**src/rtl/pipe_stage_reg.sv**
```systemverilog
// ---------------------------------------------------------------------------
// pipe_stage_reg
//
// One pipeline stage register with a skid buffer. in_ready comes directly
// from a flop, so upstream never sees a combinational path from out_ready.
// There are two storage slots:
//   main - drives the stage outputs
//   skid - holds the one extra entry that can arrive while main is stalled
//
// Optional feature:
//   PIPE_STAGE_PERF_CNT_EN - when defined, builds saturating 16-bit stall and
//                            bubble counters. When undefined, both counter
//                            ports are tied to zero.
//
// Parameters:
//   DATA_W - payload width. The payload is kept on bubble and on flush.
//   CTRL_W - control width. The control field is zero whenever its slot is
//            empty.
//
// Ports:
//   clk         in   rising-edge clock
//   reset       in   asynchronous, active-high reset
//   in_valid    in   upstream entry present
//   in_ready    out  stage can accept an entry (registered)
//   in_ctrl     in   upstream control bits
//   in_data     in   upstream payload
//   flush       in   synchronous kill of every held entry
//   out_valid   out  output entry present
//   out_ready   in   downstream accepts the entry
//   out_ctrl    out  output control bits, forced to zero when out_valid=0
//   out_data    out  output payload (driven only from stored data)
//   stall_cnt   out  cycles with out_valid=1 and out_ready=0
//   bubble_cnt  out  cycles with out_valid=0
// ---------------------------------------------------------------------------
module pipe_stage_reg #(
  parameter int unsigned DATA_W = 32,
  parameter int unsigned CTRL_W = 8
) (
  input  logic              clk,
  input  logic              reset,
  input  logic              in_valid,
  output logic              in_ready,
  input  logic [CTRL_W-1:0] in_ctrl,
  input  logic [DATA_W-1:0] in_data,
  input  logic              flush,
  output logic              out_valid,
  input  logic              out_ready,
  output logic [CTRL_W-1:0] out_ctrl,
  output logic [DATA_W-1:0] out_data,
  output logic [15:0]       stall_cnt,
  output logic [15:0]       bubble_cnt
);

  localparam int unsigned CNT_W = 16;

  // Main slot
  logic              main_valid_q, main_valid_d;
  logic [CTRL_W-1:0] main_ctrl_q,  main_ctrl_d;
  logic [DATA_W-1:0] main_data_q,  main_data_d;

  // Skid slot
  logic              skid_valid_q, skid_valid_d;
  logic [CTRL_W-1:0] skid_ctrl_q,  skid_ctrl_d;
  logic [DATA_W-1:0] skid_data_q,  skid_data_d;

  logic              in_ready_q,   in_ready_d;

  logic              in_xfer;
  logic              main_free;

  assign in_xfer   = in_valid & in_ready_q;
  // Main can take a new entry this cycle if it is empty or being consumed.
  assign main_free = ~main_valid_q | out_ready;

  // Next-state logic for both slots and for in_ready
  always_comb begin
    main_valid_d = main_valid_q;
    main_ctrl_d  = main_ctrl_q;
    main_data_d  = main_data_q;
    skid_valid_d = skid_valid_q;
    skid_ctrl_d  = skid_ctrl_q;
    skid_data_d  = skid_data_q;

    if (flush) begin
      // Flush kills every held entry and drops any incoming one.
      // Data fields keep their old values; only valid and ctrl are cleared.
      main_valid_d = 1'b0;
      main_ctrl_d  = '0;
      skid_valid_d = 1'b0;
      skid_ctrl_d  = '0;
    end else if (main_free) begin
      if (skid_valid_q) begin
        // Drain the skid first to keep entry order. in_ready is low here,
        // so no input can arrive in the same cycle.
        main_valid_d = 1'b1;
        main_ctrl_d  = skid_ctrl_q;
        main_data_d  = skid_data_q;
        skid_valid_d = 1'b0;
        skid_ctrl_d  = '0;
      end else if (in_xfer) begin
        main_valid_d = 1'b1;
        main_ctrl_d  = in_ctrl;
        main_data_d  = in_data;
      end else begin
        main_valid_d = 1'b0;
        main_ctrl_d  = '0;
      end
    end else if (in_xfer) begin
      // Main is stalled, so the entry in flight goes into the skid.
      skid_valid_d = 1'b1;
      skid_ctrl_d  = in_ctrl;
      skid_data_d  = in_data;
    end

    in_ready_d = ~skid_valid_d;
  end

  // Valid, ctrl and ready flops (asynchronous reset)
  always_ff @(posedge clk or posedge reset) begin
    if (reset) begin
      main_valid_q <= 1'b0;
      main_ctrl_q  <= '0;
      skid_valid_q <= 1'b0;
      skid_ctrl_q  <= '0;
      in_ready_q   <= 1'b0;
    end else begin
      main_valid_q <= main_valid_d;
      main_ctrl_q  <= main_ctrl_d;
      skid_valid_q <= skid_valid_d;
      skid_ctrl_q  <= skid_ctrl_d;
      in_ready_q   <= in_ready_d;
    end
  end

  // Payload flops have no reset
  always_ff @(posedge clk) begin
    main_data_q <= main_data_d;
    skid_data_q <= skid_data_d;
  end

  assign in_ready  = in_ready_q;
  assign out_valid = main_valid_q;
  assign out_ctrl  = main_valid_q ? main_ctrl_q : '0;
  assign out_data  = main_data_q;

`ifdef PIPE_STAGE_PERF_CNT_EN
  // Saturating performance counters
  logic [CNT_W-1:0] stall_cnt_q,  stall_cnt_d;
  logic [CNT_W-1:0] bubble_cnt_q, bubble_cnt_d;

  always_comb begin
    stall_cnt_d  = stall_cnt_q;
    bubble_cnt_d = bubble_cnt_q;
    if (main_valid_q && !out_ready && (stall_cnt_q != {CNT_W{1'b1}}))
      stall_cnt_d = stall_cnt_q + CNT_W'(1);
    if (!main_valid_q && (bubble_cnt_q != {CNT_W{1'b1}}))
      bubble_cnt_d = bubble_cnt_q + CNT_W'(1);
  end

  always_ff @(posedge clk or posedge reset) begin
    if (reset) begin
      stall_cnt_q  <= '0;
      bubble_cnt_q <= '0;
    end else begin
      stall_cnt_q  <= stall_cnt_d;
      bubble_cnt_q <= bubble_cnt_d;
    end
  end

  assign stall_cnt  = stall_cnt_q;
  assign bubble_cnt = bubble_cnt_q;
`else
  assign stall_cnt  = CNT_W'(0);
  assign bubble_cnt = CNT_W'(0);
`endif

endmodule

```
**config.mk**
```make
export PLATFORM = sky130hd
export DESIGN_NAME = pipe_stage_reg
export DESIGN_NICKNAME = d
export VERILOG_FILES = /design/src/rtl/pipe_stage_reg.sv
export SDC_FILE = /design/constraint.sdc
export NUM_CORES = 1
export LEC_CHECK = 0
export ABC_AREA = 1
export CAP_MARGIN = 5
export CORE_MARGIN = 2
export CORE_UTILIZATION = 45
export CTS_CLUSTER_SIZE = 24
export DETAILED_ROUTE_END_ITERATION = 10
export GPL_ROUTABILITY_DRIVEN = 1
export PLACE_DENSITY = 0.77
export SETUP_SLACK_MARGIN = 0.15
export SLEW_MARGIN = 20
export SYNTH_ARGS = -nofsm -noshare
export SYNTH_HDL_FRONTEND = slang
export SYNTH_SLANG_ARGS = --single-unit
export TNS_END_PERCENT = 5
```
**constraint.sdc**
```tcl
create_clock -name clk -period 3.9 [get_ports clk]
set_input_delay 0.39 -clock clk [delete_from_list [all_inputs] [get_ports clk]]
set_output_delay 0.39 -clock clk [all_outputs]
set_load 0.02 [all_outputs]
```
==> run metrics <==
antenna violations before repair 0; FP Rows 32; Post-CTS Resized 0; Seq/Total Area, Yosys 67.5%; # IOs 119; Async SR Flop Fraction between 20 and 25%; DR WL/cell between 10 and 15 µm; WP data arrival 2.08 ns; CTS clock-pin slew for the worst setup and hold paths around 0.080 ns; setup slack, reg-to-reg about 1.8 ns; CTS tree done; worst rel slew slack around 42%; Reg area approximately 2400 µm²; Synth area leader edfxtp_1; maximum clock path buffer count 2; global-route wire length before repair about 10000 µm; fin crit share between 50% and 60%; first drt pass iteration count 6; top cells by area, synth edfxtp_1 54%, nand2_1 16%, dfrtp_1 13%, buf_4 6.8%, nand3_1 3.5%; grt ovf 0; RSZ-0062 raised after global routing no; n_diodes 0; Worst Path Required approximately 3.9 ns; die width about 93 µm; final hold violation count 0; Post-synth EDFFs 64; Final Max Tran Viols 0; Clock Skew around 0.008 ns; Synth cell types 20; largest net degree at the start of global routing 44; Die Ht a little over 90 µm; CTS Buf Count 9; multi-input logic area 921 µm²; Initial Utilization between 40% and 50%; Max VDD drop between 0.00015 and 0.0002 V; DRC Markers 0; H-Tree Level Count 3; number of global-route vias before repair between 2000 and 2500; Root Buffer clkbuf_8; count leader, synth nand2_1; Layout Nets 467; Setup CP Type in2reg; RR Endpoint skid_data_q[15]$_DFFE_PP_; worst-path fanout max 32; leakage power between 2 and 2.5 nW; max-cap viol count 0; CP startpoint kind input port; Synth top area share between 50% and 60%; share of layout cells above drive strength 1 between 7 and 8%; Worst Setup End Kind flop; # placed instances 513; main flop type after synthesis edfxtp_1; worst slew pin tran between 0.8 and 0.9 ns; Routability Congestion 0.747; setup repair bufs after CTS 0; synthesized flop and latch total a little over 80; Routed Antenna Nets 0; area grow syn2layout 28.3%; synth cell count leaders 153 x nand2_1, 64 x edfxtp_1, 32 x buf_4, 25 x nand3_1, 19 x dfrtp_1; die area between 8000 and 9000 µm²; CORE AREA 7690 µm²; crit path time final 2.12 ns; final hold slack about 0.47 ns; Gate Count Post-Synth between 300 and 400; pwr dens 385 nW/µm²; Total GRT Usage 15.9%; 1st-iter DRT viols 126; Port Buf Inserts between 80 and 90; run status finished, final reports clean; filler instances about 640; final setup fails 0; CTS Sinks slightly above 80; CTS hold repair buffers 0; RR Startpoint out_valid$_DFFE_PP0P_; post-synthesis average cell area around 11 µm²; number of synthesis warnings 0; DR vias/cell between 4 and 5; Setup TNS 0 ns; f_max 472 MHz; clock latency on the worst-skew pair between 0.3 and 0.4 ns; synthesized area roughly 3600 µm²; dpl hpwl around 4700 µm; drt total wl 6670 µm; R2R depth 4; HP Class in2async; Finished Layout Cells approximately 530; total vias in the final route about 2500
[layout by cell type, fill, tap and decap left out]
master and instances:
inv_2 5, nand2_2 3, clkbuf_1 2, conb_1 32
clkbuf_8 9, o21ai_0 1, buf_4 3, edfxtp_1 64
clkinvlp_4 2, nand3_1 25, nand2_4 1, nor2_8 1
clkdlybuf4s50_1 86, inv_1 12, nand2_1 153, nor2_2 3
dfrtp_1 19, clkinv_1 1, inv_6 2, nor2_4 1
or2_0 1, nor3_2 1
[metrics by stage]
stage / util, % / total power [mW] / instance area (µm²) / worst slack [ns]
after CTS: 59.3 / 1.77 / 4560 / 1.78
after detailed placement: 57.1 / 1.24 / 4390 / 1.43
after global placement: 57.1 / 1.24 / 4390 / 1.48
after floorplan: - / 1.16 / 3670 / 0.422
final: 59.3 / 1.76 / 4560 / 1.78
after global routing: 59.3 / 1.82 / 4560 / 1.64
[routing by layer]
layer | wire (µm) | GRT usage [%]
met5 | 0 | 0
met4 | 107 | 6.50
met3 | 471 | 4.31
met2 | 3270 | 26.3
met1 | 2820 | 19.8
[worst max-delay path by stage]
| stage | from | end | slack, ns | cells after the start |
|---|---|---|---|---|
| 2_1_floorplan | in_ready$_DFF_PP0_ | out_data[0]$_DFFE_PP_ | 0.42 | 4 |
| 3_3_place_gp | flush | skid_data_q[15]$_DFFE_PP_ | 1.48 | 4 |
| 3_5_place_dp | flush | skid_data_q[19]$_DFFE_PP_ | 1.43 | 4 |
| 4_1_cts | out_valid$_DFFE_PP0P_ | out_ctrl[6] | 1.78 | 3 |
| 5_1_grt | out_valid$_DFFE_PP0P_ | skid_data_q[20]$_DFFE_PP_ | 1.64 | 4 |
| 6_report | flush | skid_data_q[15]$_DFFE_PP_ | 1.78 | 4 |
[logic make-up (layout without fill, tap and decap cells)]
family / count (synthesis) / in the layout / synth area share [%]
simple gates: 189 / 189 / 22.0
flops: 83 / 83 / 67.5
buf+inv: 59 / 122 / 10.2
other cells: 1 / 32 / 0.106
compound gates: 1 / 1 / 0.141
[worst max-delay path, stage by stage]
cell             delay, ns
clkdlybuf4s50_1       0.60
nor2_8                0.32
inv_2                 0.10
nor2_4                0.66
[state kept, by name (all words and copies together), names as in the netlist]
register / flops
skid_data_q: 32
out_valid: 1
skid_ctrl_q: 8
skid_valid_q: 1
out_data: 32
main_ctrl_q: 8
in_ready: 1
[layout make-up]
cell class,count,area share [%]
Inverter,17,1.40
Multi-Input combinational cell,222,20.2
Clock inverter,5,0.796
Tap cell,102,2.80
Timing Repair Buffer,89,19.4
Clock buffer,11,2.88
Sequential cell,83,52.6
[power breakdown]
part	switching, mW	internal (mW)
clock	0.298	0.234
sequential	0.0128	0.990
combinational	0.130	0.0911
(Power assumes the default switching activity.)
